### config.mk
export PLATFORM = sky130hd
export DESIGN_NAME = rr_bus_arbiter
export DESIGN_NICKNAME = d
export VERILOG_FILES = /design/src/rtl/rr_bus_arbiter.sv
export SDC_FILE = /design/constraint.sdc
export NUM_CORES = 1
export LEC_CHECK = 0
export CORE_MARGIN = 10
export CORE_UTILIZATION = 45
export DETAILED_ROUTE_END_ITERATION = 7
export GPL_ROUTABILITY_DRIVEN = 0
export PLACE_DENSITY = 0.79
export SYNTH_ARGS = -nofsm -noshare
export SYNTH_HDL_FRONTEND = slang
export SYNTH_SLANG_ARGS = --single-unit
### constraint.sdc
create_clock -name clk -period 1.5 [get_ports clk]
set_input_delay 0.3 -clock clk [delete_from_list [all_inputs] [get_ports clk]]
set_output_delay 0.3 -clock clk [all_outputs]
set_load 0.01 [all_outputs]
### src/rtl/rr_bus_arbiter.sv
// N-master round-robin bus arbiter: a granted master holds the bus while it keeps
// its request, up to MAX_HOLD cycles under contention, with one idle cycle between grants.
module rr_bus_arbiter #(
    parameter int N        = 4,
    parameter int MAX_HOLD = 16
) (
    input  logic                 clk,
    input  logic                 rst_n,
    input  logic [N-1:0]         req,
    output logic [N-1:0]         grant,
    output logic                 grant_valid,
    output logic [$clog2(N)-1:0] grant_id,
    output logic                 expire
);

    localparam int ID_W  = $clog2(N);
    localparam int CNT_W = $clog2(MAX_HOLD);
    localparam logic [CNT_W-1:0] CNT_MAX  = CNT_W'(MAX_HOLD - 1);
    localparam logic [ID_W-1:0]  LAST_RST = ID_W'(N - 1);

    typedef enum logic {
        S_IDLE,
        S_GRANT
    } state_e;

    state_e              state_q, state_d;
    logic [N-1:0]        grant_q, grant_d;
    logic                grant_valid_q, grant_valid_d;
    logic [ID_W-1:0]     grant_id_q, grant_id_d;
    logic                expire_q, expire_d;
    logic [ID_W-1:0]     last_q, last_d;
    logic [CNT_W-1:0]    cnt_q, cnt_d;

    logic [ID_W-1:0]     winner;
    logic                found;
    logic [ID_W-1:0]     idx;
    logic                others_waiting;

    // Rotating search: the master just after the last owner has highest priority.
    always_comb begin
        winner = '0;
        found  = 1'b0;
        idx    = '0;
        for (int k = 1; k <= N; k++) begin
            idx = ID_W'((int'(last_q) + k) % N);
            if (!found && req[idx]) begin
                found  = 1'b1;
                winner = idx;
            end
        end
    end

    assign others_waiting = |(req & ~grant_q);

    always_comb begin
        // NOTE: every output of this block gets a default first so no path can infer a latch.
        state_d       = state_q;
        grant_d       = grant_q;
        grant_id_d    = grant_id_q;
        last_d        = last_q;
        cnt_d         = cnt_q;
        expire_d      = 1'b0;

        case (state_q)
            S_IDLE: begin
                if (found) begin
                    grant_d         = '0;
                    grant_d[winner] = 1'b1;
                    grant_id_d      = winner;
                    last_d          = winner;
                    cnt_d           = '0;
                    state_d         = S_GRANT;
                end
            end
            S_GRANT: begin
                if (!req[last_q]) begin
                    grant_d    = '0;
                    grant_id_d = '0;
                    cnt_d      = '0;
                    state_d    = S_IDLE;
                end else if (cnt_q == CNT_MAX && others_waiting) begin
                    grant_d    = '0;
                    grant_id_d = '0;
                    cnt_d      = '0;
                    expire_d   = 1'b1;
                    state_d    = S_IDLE;
                end else if (cnt_q != CNT_MAX) begin
                    cnt_d = cnt_q + CNT_W'(1);
                end
            end
            default: begin
                grant_d    = '0;
                grant_id_d = '0;
                state_d    = S_IDLE;
            end
        endcase

        grant_valid_d = |grant_d;
    end

    // NOTE: sequential state uses non-blocking assignments so all flops update together at the edge.
    always_ff @(posedge clk or negedge rst_n) begin
        if (!rst_n) begin
            state_q       <= S_IDLE;
            grant_q       <= '0;
            grant_valid_q <= 1'b0;
            grant_id_q    <= '0;
            expire_q      <= 1'b0;
            last_q        <= LAST_RST;
            cnt_q         <= '0;
        end else begin
            state_q       <= state_d;
            grant_q       <= grant_d;
            grant_valid_q <= grant_valid_d;
            grant_id_q    <= grant_id_d;
            expire_q      <= expire_d;
            last_q        <= last_d;
            cnt_q         <= cnt_d;
        end
    end

    assign grant       = grant_q;
    assign grant_valid = grant_valid_q;
    assign grant_id    = grant_id_q;
    assign expire      = expire_q;

endmodule

==> impl_metrics.csv <==
group,metric,value,unit
yosys,synth_top_area_share,41.01,%
yosys,yosysWarnings,0,
yosys,synthTopCellsByArea,"dfrtp_1, nand2b_1, dfstp_2",
place,placed_cell_area,1086,um2
yosys,synth_edf_count,0,
yosys,synth-main-ff-cell,"dfrtp_1",
grt,grt_pass1_vias,810,
sta,hold_viol_final,0,
run,maxCapViolations,0,
sta,rsz0062_at_grt,"true",
grt,grt_first_pass_wirelength,3422,um
clock_network,cts_buffers,3,
sta,period_needed,1.591,ns
sta,setup_violations,10,
die,rows,15,
sta,report.final.slew_viol_count,0,
clock_network,clkLatencyLatePin,0.29,ns
yosys,ys_seq_elements,15,
yosys,yosysMostFrequentCell,"dfrtp_1",
yosys,syn-num-nets,85,
clock_network,cts_tree,"done",
yosys,syn-instance-count,78,
die,start_util,46.45,%
yosys,netlist_area,793.3,um2
sta,clock.fmax,0.6287,GHz
place,portBuffers,13,
place,pre_cts_slack,-0.4048,ns
power,max-vdd-ir-drop,1084,uV
clock_network,cts-root-buf,"clkbuf_4",
worst_setup_path,path_class,"reg2reg",
sta,hold_slack,0.3109,ns
status,violations,"setup timing",
place,post-dp-hpwl,1555,um
status,outcome,"finished, violations left",
power,total_power,0.002141,W
layout,finalInstanceArea,1182,um2
worst_setup_path,critPathArrivalTime,1.78,ns
clock_network,cts_buffer_depth,2,
layout,nets,125,
die,dieArea,3842,um2
yosys,synthArstFlopShare,100.0,%
route,wl,2170,um
clock_network,cts.sinks,15,
die,io_pins,14,
sta,finClkSkew,0.003637,ns
yosys,postSynthAreaPerCell,10.17,um2
die,die_y,61.99,um
route,avgRoutedWirePerCell,15.28,um
yosys,synth.distinct_cells,31,
grt,grt_max_degree,16,
sta,relSlewSlack,80.38,%
grt,grt_usage,12.22,%
layout,syn2layout_area_growth,49.05,%
sta,worstMarginPinSlew,0.2916,ns
layout,layout-drive-gt1-share,35.04,%
yosys,synth_top_area_cell,"dfrtp_1",
route,first_pass_iters,4,
worst_setup_path,critPathRequiredTime,1.69,ns
grt,grt_overflow,0,
route,drt_iter0_drc,31,
sta,period_share,106.0,%
power,power.density,1811,nW/um2
route,vias,782,
clock_network,clk_pin_slew_worst_paths,0.09,ns
worst_setup_path,cp_max_fo,6,
route,route.detailed.drc,0,
power,p_leak,0.5798,nW
route,via_per_inst,5.507,
clock_network,ctsHtreeMaxLevel,1,
sta,fin_ws,-0.09071,ns
worst_setup_path,cp-start-kind,"register",
yosys,synthTopCellsByCount,"dfrtp_1, nand2b_1, nand2_1",
grt,antenna_found_initial,0,
die,chipWidth,61.99,um
yosys,yosysSeqAreaShare,47.63,%
clock_network,cts_hold_buf,0,
layout,diodes,0,
worst_setup_path,endpoint_kind,"register",
route,antenna_left,0,
die,core-area,1708,um2
min_path,hold_class,"in2async",
-- cell families after synthesis --
kind of cell	after synthesis	synth area share [%]
fa+ha+maj	1	1.577
compound gates	27	25.40
buf+inv	3	2.366
flops	15	47.63
mux	2	2.524
simple gates	30	20.51
-- stage by stage --
step	utilization (%)	TNS [ns]	std cells
after floorplan	-	-0.2178	78
after global placement	63.59	-4.024	134
after detailed placement	63.59	-4.544	134
after CTS	67.11	-0.5168	141
after global routing	69.23	-1.249	142
final	69.23	-0.4496	142
-- metal layers --
metal  GRT usage [%]  wire [um]
met1           13.05        918
met2           20.32       1050
met3           4.878        171
met4           6.369         30
met5               0          0
-- path summary, 6_finish.rpt --
| kind | start | end | slack, ns | cells past startpoint |
|---|---|---|---|---|
| max | last_q[1] | grant_id[0] | -0.09 | 5 |
| min | rst_n | cnt_q[1] | 0.31 | 2 |
| max reg2reg | last_q[1] | grant_id[0] | -0.09 | 5 |
| min reg2reg | grant_id[1] | grant_id[1] | 0.49 | 1 |
| max in group asynchronous | rst_n | last_q[1] | 0.94 | 2 |
| min in group clk | grant_id[1] | grant_id[1] | 0.49 | 1 |
-- sequential cells by signal, indices dropped and copies added (netlist names) --
register     flops
grant            4
grant_valid      1
last_q           2
state_q          1
cnt_q            4
grant_id         2
expire           1
-- worst max-delay path: stages (launching register included) --
cell	delay, ns
dfstp_2	0.58
mux2i_2	0.24
o22a_2	0.20
o21bai_4	0.15
nand2_4	0.09
a22o_1	0.22
-- power by group --
part           switching [W]  internal [W]
clock network       0.000134      0.000104
registers           0.000123      0.000571
logic               0.000545      0.000664
total               0.000803       0.00134
-- layout make-up --
type	count	area, um2
Fill cell	128	525.5
Multi-Input combinational cell	60	440.4
Sequential cell	15	377.9
Timing Repair Buffer	36	299.0
Tap cell	25	31.28
Clock buffer	4	26.28
Inverter	2	7.507
-- cell usage in the layout (no fill, tap or decap), types with 2 or more instances in the layout --
cell / Yosys / final
nor2b_1: 3 / 2
clkdlybuf4s50_1: 0 / 4
a22o_1: 3 / 3
buf_4: 0 / 23
clkbuf_4: 0 / 3
dlymetal6s2s_1: 0 / 2
a21o_1: 2 / 2
nand2b_1: 9 / 8
a21oi_1: 5 / 4
dfstp_2: 2 / 2
dfrtp_1: 13 / 13
nor2_1: 2 / 2
nor4_1: 2 / 2
o21ai_0: 6 / 6
o2bb2ai_1: 2 / 2
inv_1: 2 / 2
nand2_1: 8 / 8
dlygate4sd2_1: 0 / 7
-- what timing repair did --
| action | in CTS | in global routing |
|---|---|---|
| setup buffers | 3 | 1 |
| endpoints found under the setup margin | 15 | 14 |
| pin swaps | 3 | 5 |
| gates resized for setup | 12 | 7 |
Note: power is estimated with default switching activity, not from simulation.
